**src/rtl/axi_sync_buffer_if.sv**
```systemverilog
// AXI channel bundle shared by the upstream (S) and downstream (M) sides of
// axi_sync_buffer. Field widths: ID 4, ADDR 32, DATA 32, LEN 8, STRB 4, RESP 2.
interface AXI_INF;
  logic [3:0]  awid;
  logic [31:0] awaddr;
  logic [7:0]  awlen;
  logic        awvalid;
  logic        awready;
  logic [31:0] wdata;
  logic [3:0]  wstrb;
  logic        wlast;
  logic        wvalid;
  logic        wready;
  logic [3:0]  bid;
  logic [1:0]  bresp;
  logic        bvalid;
  logic        bready;
  logic [3:0]  arid;
  logic [31:0] araddr;
  logic [7:0]  arlen;
  logic        arvalid;
  logic        arready;
  logic [3:0]  rid;
  logic [31:0] rdata;
  logic [1:0]  rresp;
  logic        rlast;
  logic        rvalid;
  logic        rready;

  modport S (
    input  awid, awaddr, awlen, awvalid, output awready,
    input  wdata, wstrb, wlast, wvalid, output wready,
    output bid, bresp, bvalid, input bready,
    input  arid, araddr, arlen, arvalid, output arready,
    output rid, rdata, rresp, rlast, rvalid, input rready
  );

  modport M (
    output awid, awaddr, awlen, awvalid, input awready,
    output wdata, wstrb, wlast, wvalid, input wready,
    input  bid, bresp, bvalid, output bready,
    output arid, araddr, arlen, arvalid, input arready,
    input  rid, rdata, rresp, rlast, rvalid, output rready
  );
endinterface

```
**src/rtl/axi_sync_buffer.sv**
```systemverilog
// Five-channel AXI register-slice style buffer: one synchronous FIFO per
// channel, plus write/read outstanding-transaction limiters on AW and AR.

// Synchronous FIFO with DEPTH_LOG2+1 bit pointers (the extra MSB separates
// full from empty). The head entry is read straight from the storage flops.
module axi_sync_buffer_fifo #(
  parameter int DEPTH_LOG2 = 2,
  parameter int WIDTH      = 8
) (
  input  logic             clk,
  input  logic             rst_n,
  input  logic             push,
  input  logic [WIDTH-1:0] din,
  input  logic             pop,
  output logic [WIDTH-1:0] dout,
  output logic             full,
  output logic             empty
);
  localparam int DEPTH = 1 << DEPTH_LOG2;
  localparam int PTR_W = DEPTH_LOG2 + 1;

  logic [PTR_W-1:0] wr_ptr_q, wr_ptr_d;
  logic [PTR_W-1:0] rd_ptr_q, rd_ptr_d;
  logic [WIDTH-1:0] mem_q [DEPTH];
  logic [WIDTH-1:0] mem_d [DEPTH];

  assign full  = (wr_ptr_q[PTR_W-1] != rd_ptr_q[PTR_W-1]) &&
                 (wr_ptr_q[PTR_W-2:0] == rd_ptr_q[PTR_W-2:0]);
  assign empty = (wr_ptr_q == rd_ptr_q);
  assign dout  = mem_q[rd_ptr_q[PTR_W-2:0]];

  // Next pointers and storage: a push writes the tail, a pop advances the head.
  always_comb begin
    wr_ptr_d = wr_ptr_q;
    rd_ptr_d = rd_ptr_q;
    mem_d    = mem_q;
    if (push && !full) begin
      mem_d[wr_ptr_q[PTR_W-2:0]] = din;
      wr_ptr_d = wr_ptr_q + PTR_W'(1);
    end else begin
      wr_ptr_d = wr_ptr_q;
    end
    if (pop && !empty) begin
      rd_ptr_d = rd_ptr_q + PTR_W'(1);
    end else begin
      rd_ptr_d = rd_ptr_q;
    end
  end

  // Pointer and storage registers; reset drops every buffered beat.
  always_ff @(posedge clk or negedge rst_n) begin
    if (!rst_n) begin
      wr_ptr_q <= '0;
      rd_ptr_q <= '0;
      for (int i = 0; i < DEPTH; i++) begin
        mem_q[i] <= '0;
      end
    end else begin
      wr_ptr_q <= wr_ptr_d;
      rd_ptr_q <= rd_ptr_d;
      mem_q    <= mem_d;
    end
  end
endmodule

module axi_sync_buffer #(
  parameter int DEPTH_LOG2   = 2,
  parameter int MAX_WR_OUTST = 4,
  parameter int MAX_RD_OUTST = 4
) (
  input  logic       BUS_CLK,
  input  logic       BUS_RSTN,
  AXI_INF.S          AXI_S,
  AXI_INF.M          AXI_M,
  output logic [4:0] fifo_empty_flag,
  output logic [7:0] wr_outstanding,
  output logic [7:0] rd_outstanding
);
  localparam int AW_W = 44;
  localparam int W_W  = 37;
  localparam int B_W  = 6;
  localparam int AR_W = 44;
  localparam int R_W  = 39;
  localparam logic [7:0] MAX_WR = 8'(MAX_WR_OUTST);
  localparam logic [7:0] MAX_RD = 8'(MAX_RD_OUTST);

  // Channel index: 0 AW, 1 W, 2 B, 3 AR, 4 R.
  logic [4:0]      full_s, empty_s;
  logic [AW_W-1:0] aw_dout_s;
  logic [W_W-1:0]  w_dout_s;
  logic [B_W-1:0]  b_dout_s;
  logic [AR_W-1:0] ar_dout_s;
  logic [R_W-1:0]  r_dout_s;
  logic            aw_push_s, w_push_s, b_push_s, ar_push_s, r_push_s;
  logic            aw_pop_s, w_pop_s, b_pop_s, ar_pop_s, r_pop_s;
  logic            rlast_hs_s;

  // Ready is held low until the first clock edge after reset release.
  logic       ready_en_q, ready_en_d;
  logic [7:0] wr_cnt_q, wr_cnt_d;
  logic [7:0] rd_cnt_q, rd_cnt_d;
  logic [4:0] empty_flag_q, empty_flag_d;

  // Input-side readies depend only on registered state, never on a same-cycle pop.
  assign AXI_S.awready = ready_en_q && !full_s[0] && (wr_cnt_q < MAX_WR);
  assign AXI_S.wready  = ready_en_q && !full_s[1];
  assign AXI_M.bready  = ready_en_q && !full_s[2];
  assign AXI_S.arready = ready_en_q && !full_s[3] && (rd_cnt_q < MAX_RD);
  assign AXI_M.rready  = ready_en_q && !full_s[4];

  assign AXI_M.awvalid = !empty_s[0];
  assign AXI_M.wvalid  = !empty_s[1];
  assign AXI_S.bvalid  = !empty_s[2];
  assign AXI_M.arvalid = !empty_s[3];
  assign AXI_S.rvalid  = !empty_s[4];

  assign {AXI_M.awid, AXI_M.awaddr, AXI_M.awlen}             = aw_dout_s;
  assign {AXI_M.wdata, AXI_M.wstrb, AXI_M.wlast}             = w_dout_s;
  assign {AXI_S.bid, AXI_S.bresp}                            = b_dout_s;
  assign {AXI_M.arid, AXI_M.araddr, AXI_M.arlen}             = ar_dout_s;
  assign {AXI_S.rid, AXI_S.rdata, AXI_S.rresp, AXI_S.rlast}  = r_dout_s;

  assign aw_push_s  = AXI_S.awvalid && AXI_S.awready;
  assign w_push_s   = AXI_S.wvalid  && AXI_S.wready;
  assign b_push_s   = AXI_M.bvalid  && AXI_M.bready;
  assign ar_push_s  = AXI_S.arvalid && AXI_S.arready;
  assign r_push_s   = AXI_M.rvalid  && AXI_M.rready;
  assign aw_pop_s   = AXI_M.awvalid && AXI_M.awready;
  assign w_pop_s    = AXI_M.wvalid  && AXI_M.wready;
  assign b_pop_s    = AXI_S.bvalid  && AXI_S.bready;
  assign ar_pop_s   = AXI_M.arvalid && AXI_M.arready;
  assign r_pop_s    = AXI_S.rvalid  && AXI_S.rready;
  assign rlast_hs_s = r_pop_s && AXI_S.rlast;

  assign fifo_empty_flag = empty_flag_q;
  assign wr_outstanding  = wr_cnt_q;
  assign rd_outstanding  = rd_cnt_q;

  axi_sync_buffer_fifo #(.DEPTH_LOG2(DEPTH_LOG2), .WIDTH(AW_W)) u_aw_fifo (
    .clk(BUS_CLK), .rst_n(BUS_RSTN), .push(aw_push_s),
    .din({AXI_S.awid, AXI_S.awaddr, AXI_S.awlen}),
    .pop(aw_pop_s), .dout(aw_dout_s), .full(full_s[0]), .empty(empty_s[0]));

  axi_sync_buffer_fifo #(.DEPTH_LOG2(DEPTH_LOG2), .WIDTH(W_W)) u_w_fifo (
    .clk(BUS_CLK), .rst_n(BUS_RSTN), .push(w_push_s),
    .din({AXI_S.wdata, AXI_S.wstrb, AXI_S.wlast}),
    .pop(w_pop_s), .dout(w_dout_s), .full(full_s[1]), .empty(empty_s[1]));

  axi_sync_buffer_fifo #(.DEPTH_LOG2(DEPTH_LOG2), .WIDTH(B_W)) u_b_fifo (
    .clk(BUS_CLK), .rst_n(BUS_RSTN), .push(b_push_s),
    .din({AXI_M.bid, AXI_M.bresp}),
    .pop(b_pop_s), .dout(b_dout_s), .full(full_s[2]), .empty(empty_s[2]));

  axi_sync_buffer_fifo #(.DEPTH_LOG2(DEPTH_LOG2), .WIDTH(AR_W)) u_ar_fifo (
    .clk(BUS_CLK), .rst_n(BUS_RSTN), .push(ar_push_s),
    .din({AXI_S.arid, AXI_S.araddr, AXI_S.arlen}),
    .pop(ar_pop_s), .dout(ar_dout_s), .full(full_s[3]), .empty(empty_s[3]));

  axi_sync_buffer_fifo #(.DEPTH_LOG2(DEPTH_LOG2), .WIDTH(R_W)) u_r_fifo (
    .clk(BUS_CLK), .rst_n(BUS_RSTN), .push(r_push_s),
    .din({AXI_M.rid, AXI_M.rdata, AXI_M.rresp, AXI_M.rlast}),
    .pop(r_pop_s), .dout(r_dout_s), .full(full_s[4]), .empty(empty_s[4]));

  // Outstanding counters: saturating, hold on simultaneous inc/dec; a stray
  // B or RLAST at zero is ignored while the beat itself is still forwarded.
  always_comb begin
    ready_en_d   = 1'b1;
    empty_flag_d = empty_s;
    wr_cnt_d     = wr_cnt_q;
    rd_cnt_d     = rd_cnt_q;
    if (aw_push_s && !b_pop_s && (wr_cnt_q < MAX_WR)) begin
      wr_cnt_d = wr_cnt_q + 8'd1;
    end else if (b_pop_s && !aw_push_s && (wr_cnt_q != 8'd0)) begin
      wr_cnt_d = wr_cnt_q - 8'd1;
    end else begin
      wr_cnt_d = wr_cnt_q;
    end
    if (ar_push_s && !rlast_hs_s && (rd_cnt_q < MAX_RD)) begin
      rd_cnt_d = rd_cnt_q + 8'd1;
    end else if (rlast_hs_s && !ar_push_s && (rd_cnt_q != 8'd0)) begin
      rd_cnt_d = rd_cnt_q - 8'd1;
    end else begin
      rd_cnt_d = rd_cnt_q;
    end
  end

  // Control registers: ready enable, outstanding counters, delayed empty flags.
  always_ff @(posedge BUS_CLK or negedge BUS_RSTN) begin
    if (!BUS_RSTN) begin
      ready_en_q   <= 1'b0;
      wr_cnt_q     <= 8'd0;
      rd_cnt_q     <= 8'd0;
      empty_flag_q <= 5'b11111;
    end else begin
      ready_en_q   <= ready_en_d;
      wr_cnt_q     <= wr_cnt_d;
      rd_cnt_q     <= rd_cnt_d;
      empty_flag_q <= empty_flag_d;
    end
  end
endmodule

```
**src/flat_wrapper.sv**
```systemverilog
// flat-port wrapper written by rule: the top's interface ports become plain ports
module axi_sync_buffer_flat 
#(
  parameter int DEPTH_LOG2   = 2,
  parameter int MAX_WR_OUTST = 4,
  parameter int MAX_RD_OUTST = 4
)
  (BUS_CLK, BUS_RSTN, fifo_empty_flag, wr_outstanding, rd_outstanding, AXI_S_awid, AXI_S_awaddr, AXI_S_awlen, AXI_S_awvalid, AXI_S_awready, AXI_S_wdata, AXI_S_wstrb, AXI_S_wlast, AXI_S_wvalid, AXI_S_wready, AXI_S_bid, AXI_S_bresp, AXI_S_bvalid, AXI_S_bready, AXI_S_arid, AXI_S_araddr, AXI_S_arlen, AXI_S_arvalid, AXI_S_arready, AXI_S_rid, AXI_S_rdata, AXI_S_rresp, AXI_S_rlast, AXI_S_rvalid, AXI_S_rready, AXI_M_awid, AXI_M_awaddr, AXI_M_awlen, AXI_M_awvalid, AXI_M_awready, AXI_M_wdata, AXI_M_wstrb, AXI_M_wlast, AXI_M_wvalid, AXI_M_wready, AXI_M_bid, AXI_M_bresp, AXI_M_bvalid, AXI_M_bready, AXI_M_arid, AXI_M_araddr, AXI_M_arlen, AXI_M_arvalid, AXI_M_arready, AXI_M_rid, AXI_M_rdata, AXI_M_rresp, AXI_M_rlast, AXI_M_rvalid, AXI_M_rready);
  AXI_INF AXI_S_i ();
  AXI_INF AXI_M_i ();
  input  logic BUS_CLK;
  input  logic BUS_RSTN;
  output logic [4:0] fifo_empty_flag;
  output logic [7:0] wr_outstanding;
  output logic [7:0] rd_outstanding;
  input wire logic [$bits(AXI_S_i.awid)-1:0] AXI_S_awid;
  input wire logic [$bits(AXI_S_i.awaddr)-1:0] AXI_S_awaddr;
  input wire logic [$bits(AXI_S_i.awlen)-1:0] AXI_S_awlen;
  input wire logic [$bits(AXI_S_i.awvalid)-1:0] AXI_S_awvalid;
  output wire logic [$bits(AXI_S_i.awready)-1:0] AXI_S_awready;
  input wire logic [$bits(AXI_S_i.wdata)-1:0] AXI_S_wdata;
  input wire logic [$bits(AXI_S_i.wstrb)-1:0] AXI_S_wstrb;
  input wire logic [$bits(AXI_S_i.wlast)-1:0] AXI_S_wlast;
  input wire logic [$bits(AXI_S_i.wvalid)-1:0] AXI_S_wvalid;
  output wire logic [$bits(AXI_S_i.wready)-1:0] AXI_S_wready;
  output wire logic [$bits(AXI_S_i.bid)-1:0] AXI_S_bid;
  output wire logic [$bits(AXI_S_i.bresp)-1:0] AXI_S_bresp;
  output wire logic [$bits(AXI_S_i.bvalid)-1:0] AXI_S_bvalid;
  input wire logic [$bits(AXI_S_i.bready)-1:0] AXI_S_bready;
  input wire logic [$bits(AXI_S_i.arid)-1:0] AXI_S_arid;
  input wire logic [$bits(AXI_S_i.araddr)-1:0] AXI_S_araddr;
  input wire logic [$bits(AXI_S_i.arlen)-1:0] AXI_S_arlen;
  input wire logic [$bits(AXI_S_i.arvalid)-1:0] AXI_S_arvalid;
  output wire logic [$bits(AXI_S_i.arready)-1:0] AXI_S_arready;
  output wire logic [$bits(AXI_S_i.rid)-1:0] AXI_S_rid;
  output wire logic [$bits(AXI_S_i.rdata)-1:0] AXI_S_rdata;
  output wire logic [$bits(AXI_S_i.rresp)-1:0] AXI_S_rresp;
  output wire logic [$bits(AXI_S_i.rlast)-1:0] AXI_S_rlast;
  output wire logic [$bits(AXI_S_i.rvalid)-1:0] AXI_S_rvalid;
  input wire logic [$bits(AXI_S_i.rready)-1:0] AXI_S_rready;
  output wire logic [$bits(AXI_M_i.awid)-1:0] AXI_M_awid;
  output wire logic [$bits(AXI_M_i.awaddr)-1:0] AXI_M_awaddr;
  output wire logic [$bits(AXI_M_i.awlen)-1:0] AXI_M_awlen;
  output wire logic [$bits(AXI_M_i.awvalid)-1:0] AXI_M_awvalid;
  input wire logic [$bits(AXI_M_i.awready)-1:0] AXI_M_awready;
  output wire logic [$bits(AXI_M_i.wdata)-1:0] AXI_M_wdata;
  output wire logic [$bits(AXI_M_i.wstrb)-1:0] AXI_M_wstrb;
  output wire logic [$bits(AXI_M_i.wlast)-1:0] AXI_M_wlast;
  output wire logic [$bits(AXI_M_i.wvalid)-1:0] AXI_M_wvalid;
  input wire logic [$bits(AXI_M_i.wready)-1:0] AXI_M_wready;
  input wire logic [$bits(AXI_M_i.bid)-1:0] AXI_M_bid;
  input wire logic [$bits(AXI_M_i.bresp)-1:0] AXI_M_bresp;
  input wire logic [$bits(AXI_M_i.bvalid)-1:0] AXI_M_bvalid;
  output wire logic [$bits(AXI_M_i.bready)-1:0] AXI_M_bready;
  output wire logic [$bits(AXI_M_i.arid)-1:0] AXI_M_arid;
  output wire logic [$bits(AXI_M_i.araddr)-1:0] AXI_M_araddr;
  output wire logic [$bits(AXI_M_i.arlen)-1:0] AXI_M_arlen;
  output wire logic [$bits(AXI_M_i.arvalid)-1:0] AXI_M_arvalid;
  input wire logic [$bits(AXI_M_i.arready)-1:0] AXI_M_arready;
  input wire logic [$bits(AXI_M_i.rid)-1:0] AXI_M_rid;
  input wire logic [$bits(AXI_M_i.rdata)-1:0] AXI_M_rdata;
  input wire logic [$bits(AXI_M_i.rresp)-1:0] AXI_M_rresp;
  input wire logic [$bits(AXI_M_i.rlast)-1:0] AXI_M_rlast;
  input wire logic [$bits(AXI_M_i.rvalid)-1:0] AXI_M_rvalid;
  output wire logic [$bits(AXI_M_i.rready)-1:0] AXI_M_rready;
  assign AXI_S_i.awid = AXI_S_awid;
  assign AXI_S_i.awaddr = AXI_S_awaddr;
  assign AXI_S_i.awlen = AXI_S_awlen;
  assign AXI_S_i.awvalid = AXI_S_awvalid;
  assign AXI_S_awready = AXI_S_i.awready;
  assign AXI_S_i.wdata = AXI_S_wdata;
  assign AXI_S_i.wstrb = AXI_S_wstrb;
  assign AXI_S_i.wlast = AXI_S_wlast;
  assign AXI_S_i.wvalid = AXI_S_wvalid;
  assign AXI_S_wready = AXI_S_i.wready;
  assign AXI_S_bid = AXI_S_i.bid;
  assign AXI_S_bresp = AXI_S_i.bresp;
  assign AXI_S_bvalid = AXI_S_i.bvalid;
  assign AXI_S_i.bready = AXI_S_bready;
  assign AXI_S_i.arid = AXI_S_arid;
  assign AXI_S_i.araddr = AXI_S_araddr;
  assign AXI_S_i.arlen = AXI_S_arlen;
  assign AXI_S_i.arvalid = AXI_S_arvalid;
  assign AXI_S_arready = AXI_S_i.arready;
  assign AXI_S_rid = AXI_S_i.rid;
  assign AXI_S_rdata = AXI_S_i.rdata;
  assign AXI_S_rresp = AXI_S_i.rresp;
  assign AXI_S_rlast = AXI_S_i.rlast;
  assign AXI_S_rvalid = AXI_S_i.rvalid;
  assign AXI_S_i.rready = AXI_S_rready;
  assign AXI_M_awid = AXI_M_i.awid;
  assign AXI_M_awaddr = AXI_M_i.awaddr;
  assign AXI_M_awlen = AXI_M_i.awlen;
  assign AXI_M_awvalid = AXI_M_i.awvalid;
  assign AXI_M_i.awready = AXI_M_awready;
  assign AXI_M_wdata = AXI_M_i.wdata;
  assign AXI_M_wstrb = AXI_M_i.wstrb;
  assign AXI_M_wlast = AXI_M_i.wlast;
  assign AXI_M_wvalid = AXI_M_i.wvalid;
  assign AXI_M_i.wready = AXI_M_wready;
  assign AXI_M_i.bid = AXI_M_bid;
  assign AXI_M_i.bresp = AXI_M_bresp;
  assign AXI_M_i.bvalid = AXI_M_bvalid;
  assign AXI_M_bready = AXI_M_i.bready;
  assign AXI_M_arid = AXI_M_i.arid;
  assign AXI_M_araddr = AXI_M_i.araddr;
  assign AXI_M_arlen = AXI_M_i.arlen;
  assign AXI_M_arvalid = AXI_M_i.arvalid;
  assign AXI_M_i.arready = AXI_M_arready;
  assign AXI_M_i.rid = AXI_M_rid;
  assign AXI_M_i.rdata = AXI_M_rdata;
  assign AXI_M_i.rresp = AXI_M_rresp;
  assign AXI_M_i.rlast = AXI_M_rlast;
  assign AXI_M_i.rvalid = AXI_M_rvalid;
  assign AXI_M_rready = AXI_M_i.rready;
  axi_sync_buffer #(.DEPTH_LOG2(DEPTH_LOG2), .MAX_WR_OUTST(MAX_WR_OUTST), .MAX_RD_OUTST(MAX_RD_OUTST)) u_core (.BUS_CLK(BUS_CLK), .BUS_RSTN(BUS_RSTN), .AXI_S(AXI_S_i), .AXI_M(AXI_M_i), .fifo_empty_flag(fifo_empty_flag), .wr_outstanding(wr_outstanding), .rd_outstanding(rd_outstanding));
endmodule
```
**config.mk**
```make
export PLATFORM = sky130hd
export DESIGN_NAME = axi_sync_buffer_flat
export DESIGN_NICKNAME = d
export VERILOG_FILES = /design/src/rtl/axi_sync_buffer_if.sv /design/src/rtl/axi_sync_buffer.sv /design/src/flat_wrapper.sv
export SDC_FILE = /design/constraint.sdc
export NUM_CORES = 1
export LEC_CHECK = 0
export ABC_CLOCK_PERIOD_IN_PS = 3300
export CAP_MARGIN = 25
export CELL_PAD_IN_SITES_DETAIL_PLACEMENT = 1
export CELL_PAD_IN_SITES_GLOBAL_PLACEMENT = 2
export CORE_ASPECT_RATIO = 0.8
export CORE_MARGIN = 5
export CORE_UTILIZATION = 48
export DETAILED_ROUTE_END_ITERATION = 16
export DONT_BUFFER_PORTS = 1
export GPL_TIMING_DRIVEN = 0
export PLACE_DENSITY = 0.93
export SYNTH_ARGS = -nofsm -noshare
export SYNTH_HDL_FRONTEND = slang
export SYNTH_HIERARCHICAL = 1
export SYNTH_SLANG_ARGS = --single-unit
export TNS_END_PERCENT = 30
```
**constraint.sdc**
```tcl
create_clock -name BUS_CLK -period 3.3 [get_ports BUS_CLK]
set_input_delay 0.66 -clock BUS_CLK [delete_from_list [all_inputs] [get_ports BUS_CLK]]
set_output_delay 0.66 -clock BUS_CLK [all_outputs]
set_load 0.03 [all_outputs]
```
==> impl_metrics.json <==
{
  "antenna_found_initial": 5,
  "dieArea_um2": 77700,
  "synth_seq_area_share_pct": 52.9,
  "cp_max_fo": 10,
  "powerDensity_nw_per_um2": 1070,
  "clock_skew_ps": 26.9,
  "setup_viol": 0,
  "p_total_uw": 41300,
  "synth-adder-area-share_pct": 1.45,
  "synth_top_family_by_area": "multiplexers",
  "outcome": "finished with violations",
  "cts-root-buf": "clkbuf_16",
  "numCtsBuffers": 76,
  "synth_cell_types": 56,
  "failed_checks": "hold timing, slew limit",
  "hold_class": "in -> async",
  "vias": 18100,
  "holdWs_ps": -266,
  "wl_per_cell_um": 27.9,
  "ys_warn_count": 6,
  "fin_nets": 2309,
  "synth_compound_area_share_pct": 2.34,
  "start_util_pct": 48.3,
  "worstMarginPinSlew_ps": 1580,
  "syn_area_um2": 34600,
  "grt_overflow": 0,
  "die_h_um": 250,
  "synthMuxAreaShare_pct": 37.7,
  "worstPathArrival_ps": 3740,
  "die_x_um": 310,
  "drt_drc_violations_left": 0,
  "grt_pass1_wl_um": 134000,
  "start_kind": "flip-flop",
  "synth_xor_area_share_pct": 1.78,
  "drive_above_1_share_pct": 50.2,
  "insertion_delay_ps": 630,
  "syn_inst": 1999,
  "synth_edf_count": 0,
  "crit_required_ps": 3790,
  "core_um2": 71800,
  "syn_to_final_growth_pct": 11.5,
  "place_congestion": 0.795,
  "dominantRegCellSynth": "dfrtp_1",
  "boundaryPins": 383,
  "routed_wl_um": 86300,
  "fin_crit_ps": 3250,
  "htreeDepth": 3,
  "peakVddDrop_uv": 686,
  "synth_top_cell_by_area": "dfrtp_1",
  "syn_nets": 2220,
  "hpwl_um": 58000,
  "cts_num_sinks": 732,
  "grt_pass1_vias": 21200,
  "track_usage_pct": 22.1,
  "critPathKind": "reg -> reg",
  "path_clk_slew_ps": 60,
  "port_buffers": 0,
  "viasPerCell": 5.83,
  "synth-async-reset-ratio_pct": 100,
  "synthTopCellsByCount": "dfrtp_1, mux2_4, mux2_2",
  "hold_viol": 273,
  "cts_buffer_depth": 3,
  "fin_setup_tns_ps": 0,
  "finalMaxSlewViolations": 151,
  "cts_tree": "yes",
  "synth-seq-cells": 732,
  "maxCapViolations": 0,
  "final_cells": 3096,
  "relSlewSlack_pct": -5.18,
  "fmaxAchievable_mhz": 308,
  "grt_max_degree": 733,
  "synth_top_area_share_pct": 52.5,
  "drtAntennaViolNets": 0,
  "rows": 88,
  "drtIter0Drc": 1046,
  "rsz0062_at_grt": "true",
  "leakage_uw": 0.0170,
  "fin_crit_sh_pct": 98.5,
  "syn_avg_cell_area_um2": 17.3,
  "synthTopCellsByArea": "dfrtp_1, mux2_4, mux4_2, mux2_2, mux2_1",
  "end_kind": "flip-flop",
  "dp_cells": 2945,
  "synthSimpleGateAreaFrac_pct": 1.23,
  "yosysMostFrequentCell": "dfrtp_1",
  "drt_first_pass_iters": 4
}
## power by group
group          internal [uW]  switching [uW]
combinational           7770            9320
sequential             12700            2870
clock                   4890            3700
## worst max-delay path, cell delays in order, from the launching register on
cell and delay (ps):
dfrtp_1 350, buf_4 200, buf_12 170, mux4_2 680, nand2_4 200, nand4_4 180
fa_2 400, a21oi_1 200, o211ai_1 160, a21oi_1 230, xnor2_1 90, mux2_4 260
## stage by stage
stage               utilization [%]  setup slack (ps)  instance area (um^2)
finish                         53.8              49.7                 38600
floorplan                         -               128                 34600
global placement               49.9              -509                 35800
detailed placement             49.9              -615                 35800
global route                   53.8             -20.4                 38600
CTS                            53.6             -86.8                 38500
## routing by layer
layer  wire length (um)  up-vias  track usage [%]
li1                   -     7628                -
met1              34100     9831             27.6
met2              42700      437             36.8
met3               7010      154             7.42
met4               2460        6             6.33
met5                 34        -                0
## sequential cells by signal, summed over array words and instances (netlist names), 5 cells and up
name / count
u_core/u_aw_fifo/mem_q: 176
u_core/rd_outstanding: 8
u_core/u_ar_fifo/mem_q: 176
u_core/fifo_empty_flag: 5
u_core/u_r_fifo/mem_q: 156
u_core/wr_outstanding: 8
u_core/u_w_fifo/mem_q: 148
u_core/u_b_fifo/mem_q: 24
## cell families (layout without fill, tap and decap cells)
family                   Yosys count  count (layout)
adder cells (fa/ha/maj)           39              39
AND/OR/NAND/NOR                   86              87
flip-flops                       732             732
other                              1               3
buffers and inverters            132             281
XOR/XNOR                          54              54
multiplexers                     871             871
AO/OA/AOI/OAI                     84              84
## worst paths after layout
check                                            start                    endpoint  slack [ps]  cells past startpoint
min in group BUS_CLK                    AXI_S_wdata[5]   u_core/u_w_fifo/mem_q[47]         180                      1
max                        u_core/u_r_fifo/rd_ptr_q[0]    u_core/rd_outstanding[6]          50                     11
max reg2reg                u_core/u_r_fifo/rd_ptr_q[0]    u_core/rd_outstanding[6]          50                     11
max in group asynchronous                     BUS_RSTN   u_core/u_r_fifo/mem_q[12]        2280                      0
min                                           BUS_RSTN  u_core/u_ar_fifo/mem_q[59]        -270                      0
min reg2reg                  u_core/u_w_fifo/mem_q[92]   u_core/u_w_fifo/mem_q[92]         480                      1
## layout by cell type (no fill, tap or decap), drive strengths merged, types with 18 or more instances in the layout
master	synthesis	routed
dfrtp	727	727
mux2	699	699
mux4	170	170
clkbuf	14	124
buf	94	101
nand2	38	38
ha	37	37
inv	24	30
xnor2	28	28
xor2	26	26
a31oi	22	22
clkinv	0	18
## repair_timing
item	CTS	global route
pin swaps	2	3
endpoints found under the hold margin	728	727
cloned	0	1
buffers inserted	6	3
endpoints found under the setup margin	443	422
gates resized for setup	33	28
## final cells by class
cell class              count  area, um^2
diodes                      2        5.00
plain buffers             108         887
clock buffers             107        2220
clock inverters            32         273
fillers                  6468       33200
inverters                  24        90.1
multi-input cells        1136       15600
flip-flops and latches    732       18300
well taps                 945        1180
repair buffers             10        75.1
(Power assumes the default switching activity.)
